## src/rtl/intr_ctrl.sv

```systemverilog
// -----------------------------------------------------------------------------
// intr_ctrl
//   Single-level interrupt controller that sits beside a small CPU core.
//   Peripheral requests are latched into pending bits. At an instruction
//   boundary, with the global enable set, the lowest-index pending request is
//   taken: the return PC is saved, the enable is cleared, and a one-cycle
//   redirect pulse is raised. iret re-enables interrupts and ends the handler.
//
// Ports
//   clk          sole clock, rising edge
//   reset        asynchronous, active-low reset
//   irq_src      peripheral requests, sampled every cycle
//   w_en/w_idx/w_data   register write strobe, index and data (w_intr)
//   r_idx/r_data        register read index and combinational data (r_intr)
//   instr_done   instruction-boundary pulse; next_pc is valid with it
//   next_pc      PC the CPU would execute next
//   iret         return-from-interrupt strobe
//   intr_take    one-cycle registered redirect pulse
//   intr_target  redirect address (intr_vec)
//   intr_en      global interrupt enable (idx1)
//   intr_epc     saved return PC (idx3)
//
// Register map
//   idx0 status : cause at [NUM_SRC+2:NUM_SRC] (bits 6:4 for 4 sources),
//                 pending at [NUM_SRC-1:0]; writes are W1C on pending
//   idx1 intr_en (bit 0)
//   idx2 intr_vec
//   idx3 intr_epc
//   others read 0, writes ignored
//
// State table
//   IDLE       | running normal code, may take an interrupt at instr_done
//   TAKE       | redirect cycle, intr_take is high
//   IN_HANDLER | executing the handler, waits for iret
// -----------------------------------------------------------------------------
module intr_ctrl #(
  parameter int XLEN    = 32,
  parameter int NUM_SRC = 4
) (
  input  logic               clk,
  input  logic               reset,
  input  logic [NUM_SRC-1:0] irq_src,
  input  logic               w_en,
  input  logic [3:0]         w_idx,
  input  logic [XLEN-1:0]    w_data,
  input  logic [3:0]         r_idx,
  output logic [XLEN-1:0]    r_data,
  input  logic               instr_done,
  input  logic [XLEN-1:0]    next_pc,
  input  logic               iret,
  output logic               intr_take,
  output logic [XLEN-1:0]    intr_target,
  output logic               intr_en,
  output logic [XLEN-1:0]    intr_epc
);

  typedef enum logic [1:0] {
    IDLE       = 2'd0,
    TAKE       = 2'd1,
    IN_HANDLER = 2'd2
  } state_t;

  state_t             state, state_nxt;
  logic [NUM_SRC-1:0] pending, pending_nxt;
  logic [2:0]         cause, cause_nxt;
  logic               en_nxt;
  logic [XLEN-1:0]    intr_vec, vec_nxt;
  logic [XLEN-1:0]    epc_nxt;
  logic               take_nxt;

  logic               take_go;
  logic [2:0]         low_idx;
  logic [NUM_SRC-1:0] low_mask;
  logic [NUM_SRC-1:0] w1c_mask;

  // Lowest-index pending request; scanning downward lets index 0 win.
  always_comb begin
    low_idx  = 3'd0;
    low_mask = '0;
    for (int i = NUM_SRC - 1; i >= 0; i--) begin
      if (pending[i]) begin
        low_idx     = 3'(i);
        low_mask    = '0;
        low_mask[i] = 1'b1;
      end
    end
  end

  assign take_go  = (state == IDLE) && instr_done && intr_en && (|pending);
  assign w1c_mask = (w_en && (w_idx == 4'd0)) ? w_data[NUM_SRC-1:0] : '0;

  always_comb begin
    state_nxt   = state;
    en_nxt      = intr_en;
    vec_nxt     = intr_vec;
    epc_nxt     = intr_epc;
    cause_nxt   = cause;
    take_nxt    = 1'b0;
    // New requests are OR-ed in last so a coincident clear loses.
    pending_nxt = (pending & ~w1c_mask & ~(take_go ? low_mask : '0)) | irq_src;

    if (w_en && (w_idx == 4'd1)) en_nxt  = w_data[0];
    if (w_en && (w_idx == 4'd2)) vec_nxt = w_data;
    if (w_en && (w_idx == 4'd3)) epc_nxt = w_data;

    // iret re-enables from any state; it only changes state from IN_HANDLER.
    if (iret) en_nxt = 1'b1;

    case (state)
      IDLE: begin
        if (take_go) begin
          state_nxt = TAKE;
          en_nxt    = 1'b0;
          epc_nxt   = next_pc;
          cause_nxt = low_idx;
          take_nxt  = 1'b1;
        end
      end
      TAKE:       state_nxt = IN_HANDLER;
      IN_HANDLER: if (iret) state_nxt = IDLE;
      default:    state_nxt = IDLE;
    endcase
  end

  always_ff @(posedge clk or negedge reset) begin
    if (!reset) begin
      state     <= IDLE;
      pending   <= '0;
      cause     <= 3'd0;
      intr_en   <= 1'b0;
      intr_vec  <= '0;
      intr_epc  <= '0;
      intr_take <= 1'b0;
    end else begin
      state     <= state_nxt;
      pending   <= pending_nxt;
      cause     <= cause_nxt;
      intr_en   <= en_nxt;
      intr_vec  <= vec_nxt;
      intr_epc  <= epc_nxt;
      intr_take <= take_nxt;
    end
  end

  assign intr_target = intr_vec;

  // Reads always show the registered value, never same-cycle write data.
  always_comb begin
    r_data = '0;
    case (r_idx)
      4'd0: begin
        r_data[NUM_SRC-1:0]         = pending;
        r_data[NUM_SRC+2:NUM_SRC]   = cause;
      end
      4'd1:    r_data[0] = intr_en;
      4'd2:    r_data    = intr_vec;
      4'd3:    r_data    = intr_epc;
      default: r_data    = '0;
    endcase
  end

endmodule

```

## config.mk

```make
export PLATFORM = sky130hd
export DESIGN_NAME = intr_ctrl
export DESIGN_NICKNAME = d
export VERILOG_FILES = /design/src/rtl/intr_ctrl.sv
export SDC_FILE = /design/constraint.sdc
export NUM_CORES = 1
export LEC_CHECK = 0
export CAP_MARGIN = 0
export CORE_UTILIZATION = 37
export CTS_CLUSTER_DIAMETER = 200
export DETAILED_ROUTE_END_ITERATION = 8
export PLACE_DENSITY = 0.79
export SKIP_CTS_REPAIR_TIMING = 1
export SLEW_MARGIN = 5
export SYNTH_ARGS = -nofsm -noshare
export SYNTH_HDL_FRONTEND = slang
export SYNTH_SLANG_ARGS = --single-unit
```

## constraint.sdc

```tcl
create_clock -name clk -period 1.5 [get_ports clk]
set_clock_uncertainty 0.1 [all_clocks]
set_input_delay 0.3 -clock clk [delete_from_list [all_inputs] [get_ports clk]]
set_output_delay 0.3 -clock clk [all_outputs]
set_load 0.02 [all_outputs]
```

# == Yosys cells after proc, flatten, opt, wreduce, memory -nomap -nowiden ==
# Index checks and enable logic that the tools add are counted.
# word_totals
word_cells,60
out_inout_bits,98
input_bits,81
reg_bits,75
# op_classes
mux,25
n_bitwise,5
n_eq_ne,10
n_reduce_logical,13
# ops
cell,n
32-bit two-way mux,3
25-bit one-hot mux with 2 select lines,1
4-bit two-way mux,6
6-bit one-hot mux with 3 select lines,1
4-bit by 2-bit equality test with 1-bit output (second input constant),4
4-bit AND,2
4-bit by 1-bit equality test with 1-bit output (second input constant),2
4-bit logical NOT,2
2-bit two-way mux,4
4-bit inverter,2
1-bit logical AND,7
1-bit two-way mux,6
3-bit two-way mux,2
2-bit one-hot mux with 3 select lines,1
2-bit != test (second input constant),2
4-bit bitwise OR,1
1-bit one-hot mux with 4 select lines,1
2-bit AND reduction,2
4-bit OR reduction,1
2-bit by 1-bit equality test with 1-bit output (second input constant),1
2-bit equality test (second input constant),1
2-bit logical NOT,1

# == Depth between registers and ports, before layout ==
# depth
ltp_word,8
depth_mapped,5
depth_no_buf,4

# == Least setup slack after synthesis ==
# OpenSTA, ideal clock, no wires.
# synth_timing
kind,input port to output port
from,input port r_idx[3]
to,output port r_data[10]
n_path_buf,1
required_ns,1.100
arrival_time_ns,1.299
slack_ns,-0.199
stages,3
path_cell_list,nor4b_4 > clkbuf_1 > a22o_1
# synth_between
elab_chain_cells,2
word_cells_on_any_way,3
classes_between,eq/ne (2); mux (1)
# synth_lines
item,line_no,source
start: declaration,46,"input logic [3:0] r_idx,"
4-bit by 2-bit equality test with 1-bit output,150,case (r_idx)
25-bit one-hot mux with 2 select lines *,150,
end: declaration,47,"output logic [XLEN-1:0] r_data,"
# Every way passes the cells marked *; elsewhere a longest branch is shown, timed or not.

# == Worst setup path after layout ==
# layout_timing
from,register intr_epc[0]
to,output port r_data[0]
# layout_between
elab_chain_cells,1
# layout_lines
item,line_no,source
start: declaration,54,output logic [XLEN-1:0] intr_epc
start signal: assignment,140,intr_epc <= epc_nxt;
1-bit one-hot mux with 4 select lines,150,
# Every way passes these cells.

==> results.ini <==
[critical_path]
startpoint = intr_epc[0]$_DFF_PN0_
cp.required_ns = 1.10
reg2reg_depth = 5
worst-path-buf-inv = 1
path_class = reg2out
path_cells = mux4_2, and2_4, buf_6
critPathTopFamily = multiplexers
r2r-start = pending[0]$_DFF_PN0_
slowest_delay_ns = 0.48
worst_ep_arrival_time_ns = 1.51
end_kind = primary output
crit_path_start_kind = flip-flop
cp_slowest_cell = mux4_2
worst-path-stages = 3
path_max_fanout = 2

[grt]
grt_pass1_wl_um = 22240
grt_overflow_total = 0
antenna_found_initial = 0
grt_max_degree = 75
grt_pass1_vias = 4437
grt_usage_pct = 27.50

[place]
dp.cells = 730
place_congestion = 0.8224
numPortBuffers = 178
hpwl_um = 10510
post_dp_cell_area_um2 = 6546

[layout]
final_common_cell = buf_4
antenna_cells = 0
drive_gt1_share_pct = 41.19
final.fill_count = 699
layout.nets = 701
fin_cells = 757
final_cell_mix = 83 x buf_4, 71 x dfrtp_1, 70 x clkdlybuf4s50_1, 45 x clkbuf_2, 43 x buf_6
design_area_um2 = 7083
syn_to_final_growth_pct = 86.77

[logic_synthesis]
yosysSeqAreaShare_pct = 48.83
yosysWarnings = 0
avgSynthCellArea_um2 = 10.53
postSynthCellCount = 360
yosys.area.top_type_share_pct = 48.83
yosys-top-cells-area = dfrtp_1 49%, mux2_1 8.9%, a22o_1 6.0%
ys_types = 37
synth_top_cell_by_area = dfrtp_1
ys_ff_latch = 74
synthesis.area_um2 = 3792
syn-num-nets = 441

[cts]
cts_buffer_depth = 2
cts_root_buf = clkbuf_8
cts_tree = built
cts_buffers = 9
clk_latency_ns = 0.33
clk_pin_slew_worst_paths_ns = 0.08
h-tree-depth = 3
clock_sinks = 74

[floorplanning]
die_x_um = 103.2
ios = 179
initial_core_util_pct = 38.44
rows = 36
dieArea_um2 = 10660
dieHeight_um = 103.2
core_um2 = 9864

[power_and_ir_drop]
powerDensity_nw_per_um2 = 1514
total_leakage_power_nw = 3.363
power_w = 0.01072
peakVddDrop_mv = 0.8688

[timing]
finalSetupViolations = 67
final_hold_viol_count = 0
fin_ws_ns = -0.4120
finalCritPeriodShare_pct = 127.5
clock.fmax_ghz = 0.5230
slew_viol_final = 0
min_period_ns = 1.912
tightest_slew_ns = 0.4084
max_slew_margin_pct = 72.77
rsz0062_at_grt = true

[drt]
vias_per_cell = 5.786
vias = 4380
finalWirelength_um = 15900
post-route-drc-count = 0
drt_iter0_drc = 214
dr.pass1.iters = 6
ant_nets = 0
avgRoutedWirePerCell_um = 21.01

[hold_path]
hold_path_class = in2reg
hold_start = w_idx[1]
holdPathStages = 4

[outcome]
violations = setup timing
status = complete, but fails checks

[run]
maxCapViolCount = 0

## power by group
group | internal (W) | leakage, nW | switching [W]
sequential | 0.00272 | 0.857 | 0.000595
clock | 0.00148 | 0.143 | 0.000761
combinational | 0.00258 | 2.36 | 0.00259
total | 0.00678 | 3.36 | 0.00395
## area by class of cell
class | count | area, um2 | area share, %
clock buffer | 10 | 137.6 | 1.943
clock inverter | 5 | 150.1 | 2.120
inverter | 4 | 15.01 | 0.2120
multi-input combinational | 244 | 1992 | 28.12
sequential | 74 | 1856 | 26.20
tap | 133 | 166.4 | 2.349
timing repair buffer | 287 | 2766 | 39.06
## sequential cells by signal, summed over array words and instances, names as in the netlist
signal       count
intr_take        1
intr_target     32
pending          4
intr_epc        32
cause            2
state            2
intr_en          1
## worst paths after layout
path,to,slack [ns]
worst max-delay path,r_data[0],-0.41
worst min-delay path,intr_en$_DFF_PN0_,0.36
worst max register to register,intr_epc[18]$_DFF_PN0_,-0.17
worst min register to register,state[1]$_DFFE_PN0P_,0.45
max in group asynchronous,intr_target[0]$_DFFE_PN0P_,0.53
min in group asynchronous,intr_target[29]$_DFFE_PN0P_,0.43
## tightest hold or removal path, cell delays in order
cell and delay, ns:
dlymetal6s2s_1 0.13, buf_4 0.13, o41ai_1 0.08, a21oi_2 0.11
## metal layers
metal | part of all wire, % | up-vias | routed length [um] | global-route usage, %
met3 | 8.1 | 56 | 1284 | 5.511
met2 | 51 | 253 | 8165 | 49.64
met1 | 37 | 2159 | 5808 | 32.22
met5 | 0 | - | 0 | 0
met4 | 4.1 | 0 | 644 | 10.51
li1 | - | 1912 | - | -
## logic make-up after synthesis
group / synth area share (%)
compound gates: 18.18
simple gates: 16.04
flops: 48.83
buf+inv: 5.246
mux: 11.71
## synth_stat cells (all sizes together)
master    n
a21oi     2
a22o     26
a22oi     1
a31o      4
a31oi    32
and2      6
and2b     1
and3      2
buf      18
clkbuf   20
dfrtp    74
inv       4
mux2     33
mux2i     5
mux4      1
nand2     4
nand2b    1
nand3     9
nand3b    1
nand4    31
nand4bb   1
nor2      5
nor3     33
nor3b     1
nor4      1
nor4b     1
o21ai    37
o22a      1
o22ai     1
o41ai     1
or2       2
or3b      1
## per-stage QoR
step                setup slack (ns)  hold slack [ns]  setup TNS, ns  utilization, %
detailed placement            -1.085           0.2555         -64.22           66.36
global placement              -1.072           0.2480         -60.19           66.36
global route                 -0.4500           0.3863         -12.78           71.80
floorplan                   -0.06514         -0.09559        -0.7876               -
finish                       -0.4120           0.3595         -10.13           71.80
CTS                           -1.114          -0.1124         -63.10           69.28
Power figures use the tool's default switching activity.
